==> src/rtl/ltc2308_emu_if.sv <==
// SPI-side pin bundle of the LTC2308 emulator: the master drives convst/sck/sdi
// and samples sdo.
interface ltc2308_emu_if;
    logic convst;
    logic sck;
    logic sdi;
    logic sdo;

    modport master (output convst, sck, sdi, input sdo);
    modport slave  (input convst, sck, sdi, output sdo);
endinterface

==> src/rtl/ltc2308_emu.sv <==
// Behavioural LTC2308 stand-in: converts one of eight parallel input words on
// convst and shifts the result out on sck while collecting the next config word.
//
// state   | meaning
// IDLE    | waiting for the first convst rise after reset
// CONV    | conversion timer running, busy high
// READOUT | result on sdo, config bits collected on sck rise
// DONE    | frame complete, sdo parked low until next convst
module ltc2308_emu #(
    parameter int W           = 12,
    parameter int CONV_CYCLES = 80
) (
    input  logic               clk,
    input  logic               rst,
    ltc2308_emu_if.slave       spi,
    input  logic [8*W-1:0]     ch_data,
    output logic [5:0]         cfg,
    output logic               cfg_valid,
    output logic               busy,
    output logic               frame_done,
    output logic               err
);
    localparam int CCW = (CONV_CYCLES > 2) ? $clog2(CONV_CYCLES) : 1;
    localparam int DCW = $clog2(W + 1);
    localparam logic [CCW-1:0] CONV_LOAD = CCW'(CONV_CYCLES - 1);
    localparam logic [DCW-1:0] DATA_LAST = DCW'(W - 1);
    localparam logic [DCW-1:0] DATA_SAT  = DCW'(W);

    typedef enum logic [1:0] {IDLE, CONV, READOUT, DONE} state_t;
    state_t state, state_next;

    logic convst_s1, convst_s2, convst_d;
    logic sck_s1, sck_s2, sck_d;
    logic sdi_s1, sdi_s2;
    logic [2:0] fill;
    logic armed;
    logic convst_rise, sck_rise, sck_fall;

    logic [CCW-1:0] conv_cnt;
    logic [DCW-1:0] data_cnt;
    logic [2:0]     cfg_cnt;
    logic [5:0]     cfg_sr;
    logic           cfg_pend;
    logic [W-1:0]   res_sr;
    logic           sdo_q;

    logic start_conv, conv_end, cfg_shift, data_shift, frame_end, sck_err;
    logic [2:0]   ch_sel;
    logic [W-1:0] ch_raw, ch_latch;

    // A convst already high when reset lifts must be seen low once before
    // a rise counts; fill marks when the sync pipeline holds real samples.
    always_ff @(posedge clk) begin
        if (rst) begin
            convst_s1 <= 1'b0;
            convst_s2 <= 1'b0;
            convst_d  <= 1'b0;
            sck_s1    <= 1'b0;
            sck_s2    <= 1'b0;
            sck_d     <= 1'b0;
            sdi_s1    <= 1'b0;
            sdi_s2    <= 1'b0;
            fill      <= '0;
            armed     <= 1'b0;
        end else begin
            convst_s1 <= spi.convst;
            convst_s2 <= convst_s1;
            convst_d  <= convst_s2;
            sck_s1    <= spi.sck;
            sck_s2    <= sck_s1;
            sck_d     <= sck_s2;
            sdi_s1    <= spi.sdi;
            sdi_s2    <= sdi_s1;
            fill      <= {fill[1:0], 1'b1};
            if (fill[2] && !convst_s2)
                armed <= 1'b1;
        end
    end

    assign convst_rise = armed & convst_s2 & ~convst_d;
    assign sck_rise    = sck_s2 & ~sck_d;
    assign sck_fall    = ~sck_s2 & sck_d;

    assign ch_sel   = {cfg[3], cfg[2], cfg[4]};
    assign ch_raw   = ch_data[ch_sel*W +: W];
    assign ch_latch = cfg[1] ? ch_raw : {~ch_raw[W-1], ch_raw[W-2:0]};

    always_ff @(posedge clk) begin
        if (rst)
            state <= IDLE;
        else
            state <= state_next;
    end

    always_comb begin
        state_next = state;
        start_conv = 1'b0;
        conv_end   = 1'b0;
        cfg_shift  = 1'b0;
        data_shift = 1'b0;
        frame_end  = 1'b0;
        sck_err    = 1'b0;
        case (state)
            IDLE: begin
                if (convst_rise) begin
                    start_conv = 1'b1;
                    state_next = CONV;
                end
            end
            CONV: begin
                sck_err = sck_rise | sck_fall;
                if (conv_cnt == '0) begin
                    conv_end   = 1'b1;
                    state_next = READOUT;
                end
            end
            READOUT: begin
                if (convst_rise) begin
                    start_conv = 1'b1;
                    state_next = CONV;
                end else begin
                    cfg_shift = sck_rise && (cfg_cnt < 3'd6);
                    if (sck_fall) begin
                        data_shift = 1'b1;
                        if (data_cnt == DATA_LAST) begin
                            frame_end  = 1'b1;
                            state_next = DONE;
                        end
                    end
                end
            end
            DONE: begin
                if (convst_rise) begin
                    start_conv = 1'b1;
                    state_next = CONV;
                end
            end
            default: state_next = IDLE;
        endcase
    end

    always_ff @(posedge clk) begin
        if (rst) begin
            conv_cnt   <= '0;
            data_cnt   <= '0;
            cfg_cnt    <= '0;
            cfg_sr     <= '0;
            cfg_pend   <= 1'b0;
            cfg        <= '0;
            cfg_valid  <= 1'b0;
            res_sr     <= '0;
            sdo_q      <= 1'b0;
            frame_done <= 1'b0;
            err        <= 1'b0;
        end else begin
            frame_done <= frame_end;
            cfg_valid  <= cfg_pend;
            cfg_pend   <= cfg_shift && (cfg_cnt == 3'd5);
            // The commit uses the pre-edge cfg_sr, so a restart landing on
            // the same cycle cannot corrupt a word that was already complete.
            if (cfg_pend)
                cfg <= cfg_sr;
            if (sck_err)
                err <= 1'b1;

            if (start_conv) begin
                conv_cnt <= CONV_LOAD;
                res_sr   <= ch_latch;
                data_cnt <= '0;
                cfg_cnt  <= '0;
                cfg_sr   <= '0;
                sdo_q    <= 1'b0;
            end else begin
                if (state == CONV && conv_cnt != '0)
                    conv_cnt <= conv_cnt - 1'b1;
                if (conv_end)
                    sdo_q <= res_sr[W-1];
                if (cfg_shift) begin
                    cfg_sr  <= {cfg_sr[4:0], sdi_s2};
                    cfg_cnt <= cfg_cnt + 1'b1;
                end
                if (data_shift) begin
                    res_sr <= res_sr << 1;
                    sdo_q  <= frame_end ? 1'b0 : res_sr[W-2];
                    if (data_cnt != DATA_SAT)
                        data_cnt <= data_cnt + 1'b1;
                end
            end
        end
    end

    assign busy    = (state == CONV);
    assign spi.sdo = sdo_q;
endmodule

==> src/flat_wrapper.sv <==
// flat-port wrapper written by rule: the top's interface ports become plain ports
module ltc2308_emu_flat 
#(
    parameter int W           = 12,
    parameter int CONV_CYCLES = 80
)
  (clk, rst, ch_data, cfg, cfg_valid, busy, frame_done, err, spi_convst, spi_sck, spi_sdi, spi_sdo);
  ltc2308_emu_if spi_i ();
  input  logic clk;
  input  logic rst;
  input  logic [8*W-1:0] ch_data;
  output logic [5:0] cfg;
  output logic cfg_valid;
  output logic busy;
  output logic frame_done;
  output logic err;
  input wire logic [$bits(spi_i.convst)-1:0] spi_convst;
  input wire logic [$bits(spi_i.sck)-1:0] spi_sck;
  input wire logic [$bits(spi_i.sdi)-1:0] spi_sdi;
  output wire logic [$bits(spi_i.sdo)-1:0] spi_sdo;
  assign spi_i.convst = spi_convst;
  assign spi_i.sck = spi_sck;
  assign spi_i.sdi = spi_sdi;
  assign spi_sdo = spi_i.sdo;
  ltc2308_emu #(.W(W), .CONV_CYCLES(CONV_CYCLES)) u_core (.clk(clk), .rst(rst), .spi(spi_i), .ch_data(ch_data), .cfg(cfg), .cfg_valid(cfg_valid), .busy(busy), .frame_done(frame_done), .err(err));
endmodule
==> config.mk <==
export PLATFORM = sky130hd
export DESIGN_NAME = ltc2308_emu_flat
export DESIGN_NICKNAME = d
export VERILOG_FILES = /design/src/rtl/ltc2308_emu_if.sv /design/src/rtl/ltc2308_emu.sv /design/src/flat_wrapper.sv
export SDC_FILE = /design/constraint.sdc
export NUM_CORES = 1
export LEC_CHECK = 0
export ABC_AREA = 1
export BUFFER_PORTS_ARGS = -buffer_cell sky130_fd_sc_hd__buf_2
export CORE_UTILIZATION = 35
export DETAILED_ROUTE_END_ITERATION = 12
export GPL_ROUTABILITY_DRIVEN = 0
export PLACE_DENSITY = 0.59
export SLEW_MARGIN = 5
export SYNTH_ARGS = -nofsm -noshare
export SYNTH_HDL_FRONTEND = slang
export SYNTH_SLANG_ARGS = --single-unit
export TNS_END_PERCENT = 20
==> constraint.sdc <==
create_clock -name clk -period 1.5 [get_ports clk]
set_input_delay 0.15 -clock clk [delete_from_list [all_inputs] [get_ports clk]]
set_output_delay 0.15 -clock clk [all_outputs]
set_load 0.01 [all_outputs]
==> flow_metrics.env <==
export IMPL_status="finished with violations"
export IMPL_violations="DRC"
export IMPL_syn_avg_cell_area_um2=6.89
export IMPL_fin_tns_setup_ns=0
export IMPL_rsz0062_at_grt="yes"
export IMPL_crit_path_end_kind="flop"
export IMPL_drive_above_1_share_pct=29.1
export IMPL_clk_path_buf_depth=2
export IMPL_hold_viol=0
export IMPL_antennaDiodeCount=0
export IMPL_ioPinCount=112
export IMPL_wire_per_inst_um=12.4
export IMPL_ys_top_cells_by_area="dfxtp_1 (35%), o21ai_0 (12%), nor2_1 (9.6%), inv_1 (6.3%), a21oi_1 (5.7%)"
export IMPL_synth_top_area_share_pct=35.3
export IMPL_drc=13
export IMPL_root_buffer="clkbuf_8"
export IMPL_row_count=34
export IMPL_skew_ns=0.00698
export IMPL_via_per_inst=4.96
export IMPL_syn_to_final_growth_pct=29.2
export IMPL_cp_slowest_stage_delay_ns=0.31
export IMPL_clock_sinks=57
export IMPL_fin_crit_sh_pct=92.5
export IMPL_synthArstFlopShare_pct=0
export IMPL_grt_overflow_total=0
export IMPL_setup_viol=0
export IMPL_switching_share_pct=29.7
export IMPL_clock_power_share_pct=34.6
export IMPL_worstPathCellList="inv_1 -> ha_1 -> inv_1 -> nand2_4 -> inv_2 -> nor2_4 -> inv_1 -> a21oi_1"
export IMPL_seq_area_um2=1140
export IMPL_grtUsageTotal_pct=18.3
export IMPL_cts_buffers=9
export IMPL_ys_types=31
export IMPL_core_area_um2=8850
export IMPL_worstPathRequired_ns=1.76
export IMPL_initial_core_util_pct=36.6
export IMPL_dr_total_vias=3469
export IMPL_ant_nets=0
export IMPL_h_tree_depth=3
export IMPL_synth_edf_count=0
export IMPL_synth_seq_cells=57
export IMPL_tightestPinTransition_ns=0.595
export IMPL_yosysWarnings=0
export IMPL_dr_pass1_iters=9
export IMPL_hpwl_um=6510
export IMPL_nFillCells=914
export IMPL_intPower_mw=2.77
export IMPL_cts_tree="done"
export IMPL_cts_setup_buffers=0
export IMPL_finalPower_mw=3.94
export IMPL_ys_seq_area_share_pct=35.3
export IMPL_die_area_um2=9640
export IMPL_multi_input_area_um2=1720
export IMPL_finalNetCount=699
export IMPL_final_instance_count_excl_fill=700
export IMPL_grt_max_degree=29
export IMPL_slew_limit_headroom_pct=60.3
export IMPL_clk_latency_ns=0.33
export IMPL_syn_area_um2=3240
export IMPL_seq_power_share_pct=42.8
export IMPL_criticalPathCategory="reg2reg"
export IMPL_synth_top_cells_by_count="nor2_1 (83), o21ai_0 (77), dfxtp_1 (57), inv_1 (54), a21oi_1 (37)"
export IMPL_cp_start_kind="flop"
export IMPL_grt_pass1_wl_um=14400
export IMPL_cp_arrival_ns=1.65
export IMPL_post_synth_top_count_cell="nor2_1"
export IMPL_p_per_area_nw_per_um2=943
export IMPL_crit_family="buffers and inverters"
export IMPL_port_buffers=111
export IMPL_drtIter0Drc=158
export IMPL_power_switching_mw=1.17
export IMPL_min_period_ns=1.39
export IMPL_finalMaxSlewViolations=0
export IMPL_power_leakage_nw=1.94
export IMPL_p_comb_share_pct=22.5
export IMPL_min_path_type="in2reg"
export IMPL_irDropWorstVdd_v=0.000691
export IMPL_netlist_instances=470
export IMPL_place_ws_ns=0.0351
export IMPL_cpMostUsedCell="inv_1"
export IMPL_hold_slack_ns=0.0191
export IMPL_grt_pass1_vias=3233
export IMPL_path_buf_inv=4
export IMPL_die_h_um=98.2
export IMPL_syn_nets=582
export IMPL_crit_slowest_cell="dfxtp_1"
export IMPL_max_cap_viol_count=0
export IMPL_wirelength_um=8660
export IMPL_synth_flop_cell="dfxtp_1"
export IMPL_cts_clk_slew_worst_paths_ns=0.06
export IMPL_fin_ws_ns=0.113
export IMPL_antenna_found_initial=0
export IMPL_fmax_ghz=0.721
export IMPL_die_w_um=98.2
export IMPL_critPathMaxFanout=13
export IMPL_dp_cells=683
export IMPL_yosys_area_top_type="dfxtp_1"
sequential cells by signal (all words and copies together), names as in the netlist, 2 cells and up:
signal,cells
u_core.cfg,6
u_core.cfg_cnt,3
u_core.cfg_sr,6
u_core.conv_cnt,7
u_core.data_cnt,4
u_core.fill,3
u_core.res_sr,12
u_core.state,2
power groups by stage:
| stage | clock network (mW) | logic (mW) | registers (mW) |
|---|---|---|---|
| floorplan | 0 | 0.563 | 1.71 |
| global route | 1.48 | 1.01 | 1.70 |
| detailed placement | 0 | 0.858 | 1.72 |
| global placement | 0 | 0.840 | 1.72 |
| finish | 1.37 | 0.889 | 1.69 |
| CTS | 1.41 | 0.866 | 1.69 |
what timing repair did:
action | in CTS | in global routing
gates resized for setup | 0 | 12
endpoints found under the setup margin | 0 | 23
hold buffers | 1 | 0
hold endpoints to repair | 1 | 0
metrics by stage:
step           utilization, %  instance area [µm²]
2_1_floorplan               -                 3240
3_3_place_gp             44.7                 3960
3_5_place_dp             44.7                 3960
4_1_cts                  47.0                 4160
5_1_grt                  47.3                 4180
6_report                 47.3                 4180
final timing paths:
kind,to,from,slack (ns),depth (start not counted)
setup / recovery,u_core.data_cnt[0],u_core.state[1],0.11,8
hold / removal,u_core.convst_s1,spi_convst,0.02,3
setup reg to reg,u_core.data_cnt[0],u_core.state[1],0.11,8
hold reg to reg,u_core.sck_s2,u_core.sck_s1,0.40,2
metal layers:
layer  vias to the layer above  track usage (%)  part of all wire [%]
li1                       1801                -                     -
met1                      1567             22.9                    45
met2                        93             31.3                    48
met3                         8             4.15                   5.8
met4                         0             5.97                   1.1
met5                         -                0                     0
final cells by class:
cell class / count / area share (%)
Clock buffer: 11 / 3.14
Clock inverter: 5 / 1.35
Inverter: 59 / 5.39
Multi-Input combinational cell: 326 / 41.1
Sequential cell: 57 / 27.3
Tap cell: 108 / 3.23
Timing Repair Buffer: 134 / 18.5
cell families (layout without fill, tap and decap cells):
family	count (synthesis)	after routing	share of synthesized area, %
flip-flops	57	57	35.3
AND/OR/NAND/NOR	163	163	22.1
adder cells (fa/ha/maj)	11	11	4.25
buffers and inverters	87	209	12.2
AO/OA/AOI/OAI	150	150	25.6
XOR/XNOR	2	2	0.541
worst register-to-register path: stages, from the launching register on:
cell and delay, ns:
dfxtp_1 0.31, inv_1 0.09, ha_1 0.15, inv_1 0.07, nand2_4 0.09, inv_2 0.07, nor2_4 0.25, inv_1 0.16
a21oi_1 0.13
cells in the final DEF (no fill, tap or decap), types with 2 or more instances in the layout:
cell          n
clkbuf_8      9
buf_12        3
clkinv_2      2
ha_1         11
buf_4        18
nand4_1       2
a31oi_1       2
clkbuf_1      2
clkinvlp_4    2
inv_2         6
nand2_1      35
nand3_2       3
o211ai_1     13
a21oi_1      36
dfxtp_1      55
inv_1        52
nor2_1       81
dfxtp_2       2
o21ai_1      10
o221ai_1     10
nand2_4       2
buf_2       111
nor2_2        4
nor2_4        3
o21ai_0      75
nand3_1      28
nand2_2       3
Power figures use the tool's default switching activity.
